[src/rtl/pipe_delay_line_pkg.sv]
// Shared types and helpers for the multi-lane tapped delay line.
package delay_pkg;

    // Per-edge action, highest priority first: flush, retune, shift, hold.
    typedef enum logic [1:0] {
        ACT_HOLD,
        ACT_SHIFT,
        ACT_RETUNE,
        ACT_FLUSH
    } act_e;

    function automatic int clamp_tap(input int tap, input int depth);
        if (tap < 1) return 1;
        if (tap > depth) return depth;
        return tap;
    endfunction

endpackage

[src/rtl/pipe_delay_line_stage.sv]
// One delay stage: loads data/valid on enable, with an overriding valid clear.
module delay_stage #(
    parameter int W = 16
) (
    input  logic         clk,
    input  logic         rst_n,
    input  logic         load,
    input  logic         clr_valid,
    input  logic         d_valid,
    input  logic [W-1:0] d_data,
    output logic         q_valid,
    output logic [W-1:0] q_data
);

    always_ff @(posedge clk or negedge rst_n) begin
        if (!rst_n) begin
            q_valid <= 1'b0;
            q_data  <= '0;
        end else begin
            if (load) q_data <= d_data;
            if (clr_valid)   q_valid <= 1'b0;
            else if (load)   q_valid <= d_valid;
        end
    end

endmodule

[src/rtl/pipe_delay_line.sv]
// N-stage multi-lane delay line with a runtime tap, clock enable and flush.
module pipe_delay_line
    import delay_pkg::*;
#(
    parameter  int WIDTH = 8,
    parameter  int DEPTH = 4,
    parameter  int CH    = 2,
    localparam int TAPW  = $clog2(DEPTH + 1)
) (
    input  logic               clk,
    input  logic               rst_n,
    input  logic               en,
    input  logic               flush,
    input  logic [TAPW-1:0]    tap,
    input  logic               in_valid,
    input  logic [CH*WIDTH-1:0] in_data,
    output logic               out_valid,
    output logic [CH*WIDTH-1:0] out_data,
    output logic [TAPW-1:0]    cur_tap
);

    localparam int DW = CH * WIDTH;

    typedef struct packed {
        logic          valid;
        logic [DW-1:0] data;
    } stage_t;

    logic [TAPW-1:0]         tap_q;
    logic [TAPW-1:0]         tap_new;
    logic                    tap_chg;
    act_e                    act;
    logic [DEPTH:1]          v_q;
    logic [DEPTH:1][DW-1:0]  d_q;
    stage_t                  sel;

    assign tap_new = TAPW'(clamp_tap(int'(tap), DEPTH));
    assign tap_chg = (tap_new != tap_q);

    always_comb begin
        act = ACT_HOLD;
        if (flush)        act = ACT_FLUSH;
        else if (tap_chg) act = ACT_RETUNE;
        else if (en)      act = ACT_SHIFT;
    end

    // A retune is honoured regardless of en so the output never reads a stale tap.
    always_ff @(posedge clk or negedge rst_n) begin
        if (!rst_n)       tap_q <= TAPW'(DEPTH);
        else if (tap_chg) tap_q <= tap_new;
    end

    for (genvar k = 1; k <= DEPTH; k++) begin : g_stage
        logic          d_valid;
        logic [DW-1:0] d_data;
        logic          clr;

        if (k == 1) begin : g_first
            assign d_valid = in_valid;
            assign d_data  = in_data;
        end else begin : g_next
            assign d_valid = v_q[k-1];
            assign d_data  = d_q[k-1];
        end

        // Retune keeps only a freshly captured r[1] so no sample is skipped or repeated.
        assign clr = (act == ACT_FLUSH) ||
                     ((act == ACT_RETUNE) && ((k > 1) || !en));

        delay_stage #(.W(DW)) u_stage (
            .clk       (clk),
            .rst_n     (rst_n),
            .load      (en),
            .clr_valid (clr),
            .d_valid   (d_valid),
            .d_data    (d_data),
            .q_valid   (v_q[k]),
            .q_data    (d_q[k])
        );
    end

    always_comb begin
        sel = '0;
        for (int k = 1; k <= DEPTH; k++) begin
            if (tap_q == TAPW'(k)) sel = '{valid: v_q[k], data: d_q[k]};
        end
    end

    assign out_valid = sel.valid;
    assign out_data  = sel.data;
    assign cur_tap   = tap_q;

endmodule

[config.mk]
export PLATFORM = sky130hd
export DESIGN_NAME = pipe_delay_line
export DESIGN_NICKNAME = d
export VERILOG_FILES = /design/src/rtl/pipe_delay_line_pkg.sv /design/src/rtl/pipe_delay_line_stage.sv /design/src/rtl/pipe_delay_line.sv
export SDC_FILE = /design/constraint.sdc
export NUM_CORES = 1
export LEC_CHECK = 0
export ABC_AREA = 1
export BUFFER_PORTS_ARGS = -buffer_cell sky130_fd_sc_hd__buf_2
export CORE_MARGIN = 4
export CORE_UTILIZATION = 55
export CTS_CLUSTER_DIAMETER = 120
export DETAILED_ROUTE_END_ITERATION = 10
export PLACE_DENSITY = 0.87
export SLEW_MARGIN = 10
export SYNTH_ARGS = -nofsm -noshare
export SYNTH_HDL_FRONTEND = slang
export SYNTH_SLANG_ARGS = --single-unit
[constraint.sdc]
create_clock -name clk -period 1.6 [get_ports clk]
set_input_delay 0.08 -clock clk [delete_from_list [all_inputs] [get_ports clk]]
set_output_delay 0.08 -clock clk [all_outputs]
set_load 0.02 [all_outputs]
==> impl_results.md, run 1 <==
* Die ar. at 7020 um2
* Post-synth top area cell: dfrtp_1
* Max-capacitance violation count at 0
* Worst Hold Slack at 0.0318 ns
* Via count at 2746
* Commonest cells in the synthesized netlist: nand2_1 (204), dfrtp_1 (70), o21ai_0 (34), inv_1 (24), nand4_1 (17)
* Initial Utilization at 57.0%
* Crit path DAT at 1.62 ns
* Standard-cell rows at 27
* Yosys synthesis warning count at 0
* H-tree Lvls at 3
* Dominant cells by area after synthesis: dfrtp_1 (55%), nand2_1 (24%), o21ai_0 (5.4%)
* Hold Crit Class: input port to flip-flop
* Internal at 2.89 mW
* Top Ports at 44
* Gate power share at 15.1%
* WL final at 7300 um
* Worst setup path start: cur_tap[2]
* Post-synth EDFFs at 0
* Slew Limit Headroom at 73.0%
* Synth Area per Inst at 8.10 um2
* Hold Fails Final Rpt at 0
* Vias per cell at 5.18
* Count of cell types in the netlist at 16
* CP endpoint kind: primary output
* Largest stage delay, worst path at 0.56 ns
* Post-synthesis mux area share at 0.950%
* Setup CP Type: flip-flop to primary output
* Syn Inst Count at 390
* Seq pwr share at 53.0%
* Placed Instance Area at 3500 um2
* Fin crit share at 106%
* Initial antenna violation count at 0
* Xor-xnor portion of the synthesized cell area at 0%
* GRT Total Usage at 22.3%
* Post-CTS setup repair buffer count at 0
* Pleak at 2.00 nW
* Final setup margin at -0.0970 ns
* First-pass GRT wire length at 12700 um
* Count of final max-slew check failures at 0
* PortBufs at 43
* Worst setup SP type: flip-flop
* RSZ-0062 raised after global routing: true
* Syn nets at 414
* Seq/Total Area, Yosys at 56.3%
* # DRC at 0
* Internal reg-to-reg setup slack at 0.39 ns
* Crit Path Max Fanout at 17
* Hold path depth at 3
* Clock share of power at 31.9%
* Mapped cell area at 3160 um2
* Failing checks: negative setup slack
* Nets@finish at 477
* Largest family of logic cells by synthesized area: simple AND/OR/NAND/NOR gates
* Core area at 5540 um2
* Final setup vio count at 17
* Sw frac at 28.2%
* Layout area overhead at 24.9%
* CTS buffer count at 9
* Post-Synth Adder-Cell Area at 0%
* Vias in the first global route at 2766
* Fraction of layout cells with a size suffix above 1 at 17.9%
* Most frequent cell after synthesis: nand2_1
* Per-cell routed wire length at 13.8 um
* CP required at 1.52 ns
* First drt pass iteration count at 4
* Max Root-Sink Buffers at 2
* Clock sinks at 71
* Total gr overflow at 0
* Min-delay src: in_valid
* Worst path cell trace: buf_6 -> nor2_4 -> buf_12 -> nand2_1 -> nand4_1 -> buf_4
* Final ANT Viol Nets at 0
* CP max stage cell: dfstp_2
* VDD IR max at 0.795 mV
* Skew final at 0.00771 ns
* Reported net switching power at 1.13 mW
* Layout fillers at 407
* Ant diodes at 0
* Fmax at 0.589 GHz
* Final design utilization at 71.2%
* Worst slew pin tran at 0.405 ns
* FF-to-FF Start: cur_tap[2]
* Clock Latency Late Sink at 0.34 ns
* Dpl hpwl at 4510 um
* Async SR Flop Fraction at 100%
* Synth Register Bits at 71
* Chip height at 83.8 um
* Synth Area in Compound Gates at 5.38%
* Synth top area share at 55.4%
* Reg2Reg Depth at 6
* Top_reg_cell synth: dfrtp_1
* Simple-gate share of the synthesized area at 30.9%
* Clock transition at the registers of the reported paths at 0.07 ns
* Iteration-0 DRC Markers at 231
* Root Buffer: clkbuf_8
* PwrDens at 1020 nW/um2
* Die X at 83.8 um
* Status: finished, violations left
* TritonCTS clock tree: yes
* Minimum clock period at 1.70 ns
* Setup TNS at -0.991 ns
* Post-route cell area at 3950 um2
* Largest net degree at the start of global routing at 59
* GP Congestion at 0.854
* Design Power at 4.02 mW
==> cell type report <==
type / count / area (um2) / area share, %
well taps: 72 / 90.1 / 2.28
clock inverters: 3 / 17.5 / 0.444
repair buffers: 72 / 612 / 15.5
multi-input cells: 272 / 1190 / 30.1
clock buffers: 13 / 159 / 4.03
flip-flops and latches: 71 / 1780 / 45.1
inverters: 27 / 101 / 2.57
==> critical path: cells and delay by family (launching register included) <==
family	cells	cell delay, ns
flops	1	0.56
buf+inv	3	0.47
simple gates	3	0.24
==> state kept, by name (all words and copies together) (netlist names) <==
register and cells:
cur_tap 3, g_stage.u_stage.q_valid 4, g_stage.u_stage.q_data 64
==> power by group through the flow <==
stage          registers (mW)  clock network, mW  logic [mW]
2_1_floorplan            2.12                  0       0.339
3_3_place_gp             2.15                  0       0.511
3_5_place_dp             2.15                  0       0.537
4_1_cts                  2.12               1.31       0.599
5_1_grt                  2.15               1.39       0.686
6_report                 2.13               1.28       0.608
==> metrics by stage <==
| step | worst slack, ns | std cells |
|---|---|---|
| final | -0.0970 | 530 |
| after floorplan | 0.0246 | 390 |
| after global placement | 0.281 | 495 |
| after CTS | -0.126 | 530 |
| after detailed placement | 0.236 | 495 |
| after global routing | -0.166 | 530 |
==> final timing paths <==
path / end
min reg2reg: g_stage[4].u_stage.q_data[3]
min: g_stage[1].u_stage.q_valid
max in group asynchronous: cur_tap[1]
min in group asynchronous: g_stage[2].u_stage.q_data[7]
max reg2reg: g_stage[3].u_stage.q_valid
max: out_data[13]
==> placed cells by master, fill, tap and decap left out <==
cell type,Yosys,layout
mux2i_1,3,3
dfstp_2,1,1
dfrtp_1,70,68
clkbuf_8,0,11
nand3_1,5,5
o21ai_0,34,34
nand2_2,0,4
buf_12,0,5
buf_2,3,26
buf_4,3,15
nand4_1,17,17
clkinv_2,0,2
inv_1,24,23
clkinvlp_4,0,1
nor2_4,1,1
nor3_4,3,3
nor2_1,5,5
inv_2,3,4
clkbuf_1,12,2
dfrtp_2,0,2
dlygate4sd3_1,0,19
buf_6,2,7
nand2_1,204,200
==> cells by family (layout without fill, tap and decap cells) <==
kind of cell | Yosys count | after routing
DFF | 71 | 71
muxes | 3 | 3
and+or+nand+nor | 235 | 235
AOI/OAI and AO/OA | 34 | 34
buffers and inverters | 47 | 115
==> layer usage <==
| layer | track usage, % | routed length [um] |
|---|---|---|
| met5 | 0 | 0 |
| met4 | 7.16 | 158 |
| met3 | 5.43 | 443 |
| met2 | 36.9 | 3670 |
| met1 | 28.8 | 3020 |
==> what timing repair did <==
item                                    4_1_cts  5_1_grt
resized for setup                            18       13
hold endpoints to repair                     31        0
gates cloned                                  0        0
hold buffers                                 19        0
pin swaps                                     0        0
endpoints found under the setup margin       17       17
(Power assumes the default switching activity.)
==> inputs of run 2 (changes only) <==
ABC_AREA = unset   (was 1)
clock period = 1.9 ns   (was 1.6 ns; I/O delays follow)
==> run 2 against run 1 <==
Sequential power shrank 9%; clock skew decreased by 0.0024 ns; synthesized cell count decreased by 42%; sequential cell count unchanged; critical path depth shrank 1; combinational power up 13%; utilization rose by 0.43 points; the flow now finishes without violations; largest power group unchanged; setup slack better by 0.17 ns; design area is 2.4% higher; worst hold slack lost 0.018 ns; highest routed layer unchanged.
==> impl_results.md, run 2 <==
* Status: complete, no violations
* Chip height at 85.0 um (+1.5%)
* Mapped cell area at 3260 um2 (+3.2%)
* Slew Limit Headroom at 60.1% (-13 points)
* Dominant cells by area after synthesis: dfrtp_1 (54%), mux2_1 (22%), mux2i_1 (6.1%)
* Die X at 85.0 um (+1.5%)
* Top Ports at 44 (unchanged)
* CP endpoint kind: primary output
* R2R Path End: g_stage[2].u_stage.q_valid
* Root Buffer: clkbuf_8
* Worst Hold Slack at 0.0142 ns (-0.0177 ns)
* Largest net degree at the start of global routing at 27 (-54%)
* FF-to-FF Start: cur_tap[1]
* Vias in the first global route at 2253 (-19%)
* Max Root-Sink Buffers at 2 (unchanged)
* Standard-cell rows at 27 (unchanged)
* Fmax at 0.547 GHz
* Core area at 5640 um2 (+1.8%)
* Dpl hpwl at 4270 um (-5.2%)
* Max-capacitance violation count at 0 (unchanged)
* Internal reg-to-reg setup slack at 0.39 ns (about the same)
* Most frequent cells in the layout: dfrtp_1 (70), mux2_1 (64), buf_2 (36)
* VDD IR max at 0.548 mV (-31%)
* RSZ-0062 raised after global routing: true
* PwrDens at 939 nW/um2 (-7.8%)
* GP Congestion at 0.769 (-10%)
* Worst setup path start: cur_tap[2]
* Synth Area per Inst at 14.3 um2 (+77%)
* Seq/Total Area, Yosys at 54.5% (-1.8 points)
* Multi-input gate area at 1370 um2 (+16%)
* Commonest non-fill, non-tap cell in the layout: dfrtp_1
* Total gr overflow at 0 (unchanged)
* First-pass GRT wire length at 11100 um (-12%)
* Hold Crit Class: input port to flip-flop
* Hold Fails Final Rpt at 0 (unchanged)
* Nets@finish at 324 (-32%)
* Most frequent cell after synthesis: dfrtp_1
* Top_reg_cell synth: dfrtp_1
* Yosys synthesis warning count at 0 (unchanged)
* Count of cell types in the netlist at 26 (+10)
* Post-synth top area cell: dfrtp_1
* Die ar. at 7230 um2 (+2.9%)
* Clock transition at the registers of the reported paths at 0.07 ns (about the same)
* Initial antenna violation count at 0 (unchanged)
* Commonest cells in the synthesized netlist: dfrtp_1 (70), mux2_1 (64), mux2i_1 (20), o22ai_1 (16), a22oi_2 (10)
* Post-synth EDFFs at 0 (unchanged)
* Layout fillers at 362 (-11%)
* Ant diodes at 0 (unchanged)
* Skew final at 0.00532 ns (-0.00240 ns)
* Final design utilization at 71.7% (+0.43 points)
* Reg2Reg Depth at 5 (-1)
* Minimum clock period at 1.83 ns
* # DRC at 0 (unchanged)
* Final setup vio count at 0 (-17)
* PortBufs at 43 (unchanged)
* Clock sinks at 71 (unchanged)
* Crit Path Max Fanout at 7 (-10)
* Worst setup SP type: flip-flop
* CP required at 1.80 ns (+0.28 ns)
* Initial Utilization at 57.8% (+0.79 points)
* Per-cell routed wire length at 17.6 um (+28%)
* Async SR Flop Fraction at 100% (unchanged)
* Fraction of layout cells with a size suffix above 1 at 30.8% (+13 points)
* CP endpoint: out_data[8]
* Syn nets at 252 (-39%)
* Setup CP Type: flip-flop to primary output
* Count of final max-slew check failures at 0 (unchanged)
* Pleak at 1.77 nW (-12%)
* CTS buffer count at 9 (unchanged)
* H-tree Lvls at 3 (unchanged)
* Final ANT Viol Nets at 0 (unchanged)
* First drt pass iteration count at 4 (unchanged)
* Syn Inst Count at 228 (-42%)
* GRT Total Usage at 19.9% (-2.4 points)
* Reg area at 1780 um2 (-0.14%)
* TritonCTS clock tree: yes
* Iteration-0 DRC Markers at 66 (-71%)
* Layout area overhead at 23.9%
* Clock Latency Late Sink at 0.34 ns (about the same)
* Via count at 2107 (-23%)
* Max reg flops at 64 (unchanged)
* Most flop-heavy register: g_stage.u_stage.q_data
* Fin crit share at 96.2%
* Synth top area share at 53.7% (-1.7 points)
* Vias per cell at 5.59 (+7.9%)
* Worst slew pin tran at 0.599 ns (+0.194 ns)
* Synth Register Bits at 71 (unchanged)
* Crit path DAT at 1.73 ns (+0.11 ns)
* WL final at 6630 um (-9.2%)
[run 2: per-stage QoR]
stage,worst slack (ns),cells,area [um2],power [mW],setup TNS [ns]
floorplan,0.326,228,3260,2.35,0
global placement,0.105,338,3570,2.55,0
detailed placement,0.0655,338,3570,2.59,0
CTS,0.00694,374,3990,3.81,0
global route,-0.0117,377,4040,4.01,-0.0161
finish,0.0724,377,4040,3.80,0
[run 2: layer usage]
layer,vias up,GRT usage (%),part of all wire (%),wire length (um)
met4,0,10.9,2.9,195
met2,53,31.9,50,3320
met1,1052,25.2,42,2800
li1,986,-,-,-
met5,-,0,0,0
met3,16,3.98,4.7,311
[run 2: kinds of logic (layout without fill, tap and decap cells)]
logic type / after synthesis / count (layout) / share of synthesized area [%]
muxes: 84 / 84 / 28.2
DFF: 71 / 71 / 54.5
AOI/OAI and AO/OA: 39 / 39 / 10.2
buffers and inverters: 20 / 97 / 4.52
and+or+nand+nor: 14 / 14 / 2.61
[run 2: report_power, final]
group | leakage [nW] | switching (mW) | total, mW | internal [mW]
sequential | 0.843 | 0.174 | 1.93 | 1.75
clock | 0.100 | 0.546 | 1.18 | 0.637
combinational | 0.827 | 0.326 | 0.687 | 0.361
total | 1.77 | 1.05 | 3.80 | 2.75
[run 2: final cells by class]
cell class	count	share of cell area, %
flip-flops and latches	71	44.0
multi-input cells	137	33.9
repair buffers	80	15.1
clock buffers	12	3.59
well taps	72	2.23
clock inverters	4	1.11
inverters	1	0.0929
[run 2: repair_timing]
| action | in CTS | in global routing |
|---|---|---|
| buffers inserted | 0 | 3 |
| endpoints found under the hold margin | 44 | 0 |
| hold buffers | 20 | 0 |
| pin swaps | 0 | 1 |
| gates resized for setup | 7 | 8 |
| setup endpoints to repair | 17 | 17 |
[run 2: critical path: stages, from the launching register on]
cell     delay (ns)
dfstp_2        0.60
nor2b_4        0.18
buf_4          0.20
a22oi_2        0.09
o22ai_1        0.13
buf_2          0.19
[run 2: worst min path at each step]
stage | cells after the start | endpoint | start | slack [ns]
2_1_floorplan | 0 | cur_tap[0] | rst_n | -0.20
3_3_place_gp | 1 | g_stage[4].u_stage.q_data[15] | rst_n | 0.14
3_5_place_dp | 1 | g_stage[1].u_stage.q_data[6] | rst_n | 0.14
4_1_cts | 3 | g_stage[1].u_stage.q_valid | in_valid | 0.002
5_1_grt | 3 | g_stage[1].u_stage.q_valid | in_valid | 0.03
6_report | 3 | g_stage[1].u_stage.q_valid | in_valid | 0.01
==> inputs of run 3 (changes only) <==
ABC_AREA = 1   (was unset)
SLEW_MARGIN = 20   (was 10)
==> run 3 against run 2 <==
Non-clock buffer count fell by 8; setup slack improved by 0.087 ns; via count rose by 28%; largest power group unchanged; highest routed layer unchanged.
==> impl_results.md, run 3 (synthesis results as in run 1) <==
* Status: complete, no violations
* Max Root-Sink Buffers at 2 (unchanged)
* GRT Total Usage at 21.4% (+1.5 points)
* First drt pass iteration count at 5 (+1)
* CTS buffer count at 9 (unchanged)
* Minimum clock period at 1.74 ns (-0.0868 ns)
* Top Ports at 44 (unchanged)
* Worst setup SP type: flip-flop
* Non-Filler Instances at 528 (+40%)
* Final setup vio count at 0 (unchanged)
* Worst slew pin tran at 0.644 ns (+0.0451 ns)
* PortBufs at 43 (unchanged)
* Worst path depth at 5 (unchanged)
* Per-cell routed wire length at 13.0 um (-26%)
* Clock Latency Late Sink at 0.33 ns (about the same)
* Fraction of layout cells with a size suffix above 1 at 16.7% (-14 points)
* Iteration-0 DRC Markers at 197 (+200%)
* Design Power at 3.35 mW (-12%)
* VDD IR max at 0.469 mV (-15%)
* Chip height at 83.8 um (-1.4%)
* Total gr overflow at 0 (unchanged)
* CP bufs+invs at 2 (unchanged)
* Clock sinks at 71 (unchanged)
* Placed Instances at 493 (+46%)
* Vias in the first global route at 2765 (+23%)
* Initial Utilization at 57.0% (-0.79 points)
* Crit path DAT at 1.65 ns (-0.08 ns)
* Nets@finish at 477 (+47%)
* CP endpoint kind: primary output
* Max-capacitance violation count at 0 (unchanged)
* PwrDens at 876 nW/um2 (-6.7%)
* Hold Fails Final Rpt at 0 (unchanged)
* Worst path cell trace: nor3_4 -> buf_4 -> nand2_1 -> nand4_1 -> buf_2
* Clock transition at the registers of the reported paths at 0.07 ns (about the same)
* Ant diodes at 0 (unchanged)
* Core area at 5540 um2 (-1.8%)
* First-pass GRT wire length at 12200 um (+9.4%)
* Standard-cell rows at 27 (unchanged)
* Most flop-heavy register: g_stage.u_stage.q_data
* Via count at 2695 (+28%)
* RSZ-0062 raised after global routing: false
* Count of final max-slew check failures at 0 (unchanged)
* Setup CP Type: flip-flop to primary output
* TritonCTS clock tree: yes
* Root Buffer: clkbuf_8
* CP max stage cell: dfrtp_2
* Max reg flops at 64 (unchanged)
* CP top delay family: flip-flops
* Largest stage delay, worst path at 0.48 ns (-0.12 ns)
* Vias per cell at 5.10 (-8.7%)
* Commonest non-fill, non-tap cell in the layout: nand2_1
* Pleak at 1.99 nW (+12%)
* WL final at 6840 um (+3.2%)
* CP required at 1.80 ns (about the same)
* GP Congestion at 0.816 (+6.2%)
* Most frequent cells in the layout: nand2_1 (204), dfrtp_1 (68), buf_2 (43)
* Largest net degree at the start of global routing at 72 (+170%)
* Final ANT Viol Nets at 0 (unchanged)
* Hold Crit Class: input port to flip-flop
* Fin crit share at 91.6% (-4.6 points)
* Skew final at 0.00331 ns (-0.00200 ns)
* Fmax at 0.574 GHz (+5.0%)
* Initial antenna violation count at 0 (unchanged)
* Die ar. at 7020 um2 (-2.8%)
* Dpl hpwl at 4190 um (-1.9%)
* Slew Limit Headroom at 57.1% (-3.0 points)
* Die X at 83.8 um (-1.4%)
* Reg2Reg Depth at 6 (+1)
* Setup TNS at 0 ns (unchanged)
* Layout area overhead at 21.1%
* Hold path depth at 4 (+1)
* # DRC at 0 (unchanged)
* H-tree Lvls at 3 (unchanged)
* Crit Path Max Fanout at 17 (+10)
-- run 3: routing by layer --
layer,share of wire [%],track usage [%],up-vias
met3,6.2,5.03,11
met4,1.6,8.77,0
li1,-,-,1336
met2,48,35.9,79
met1,44,26.6,1269
met5,0,0,-
-- run 3: power breakdown --
part	switching, mW	leakage [nW]	internal [mW]
Combinational	0.287	0.998	0.178
Sequential	0.112	0.893	1.68
Clock	0.498	0.0946	0.604
Total	0.897	1.99	2.46
-- run 3: worst register-to-register path: stages (launching register included) --
cell and delay, ns:
dfstp_2 0.54, inv_1 0.07, nand2_1 0.07, nand3_1 0.07, nor2_1 0.15, nand2_1 0.12, nor2_1 0.13
-- run 3: worst paths after layout --
check                                             startpoint                           end  slack (ns)
worst max-delay path                              cur_tap[1]                  out_data[15]        0.16
worst min-delay path                                   flush    g_stage[1].u_stage.q_valid        0.02
worst max register to register                    cur_tap[2]    g_stage[2].u_stage.q_valid        0.69
worst min register to register  g_stage[4].u_stage.q_data[3]  g_stage[4].u_stage.q_data[3]        0.47
max in group asynchronous                              rst_n                    cur_tap[2]        1.26
min in group asynchronous                              rst_n  g_stage[2].u_stage.q_data[7]        0.33
-- run 3: final cells by class --
type                       count  area, um2
sequential                    71       1780
fill                         434       1710
multi-input combinational    272       1180
timing repair buffer          72        497
clock buffer                  14        183
inverter                      27        101
tap                           72       90.1
-- run 3: metrics by stage --
stage	cell area, um2	utilization, %	setup slack [ns]	hold slack [ns]
floorplan	3160	-	0.310	-0.201
global placement	3430	62.0	0.385	0.144
detailed placement	3430	62.0	0.313	0.150
CTS	3820	69.0	0.0489	0.00782
global route	3830	69.1	0.0670	0.0269
finish	3830	69.1	0.159	0.0209
-- run 3: repair_timing --
action / CTS / global route
hold endpoints to repair: 88 / 0
resized for setup: 1 / 2
hold buffers: 19 / 0
buffers inserted: 2 / 0
cloned: 0 / 0
pin swaps: 0 / 0
endpoints found under the setup margin: 14 / 14
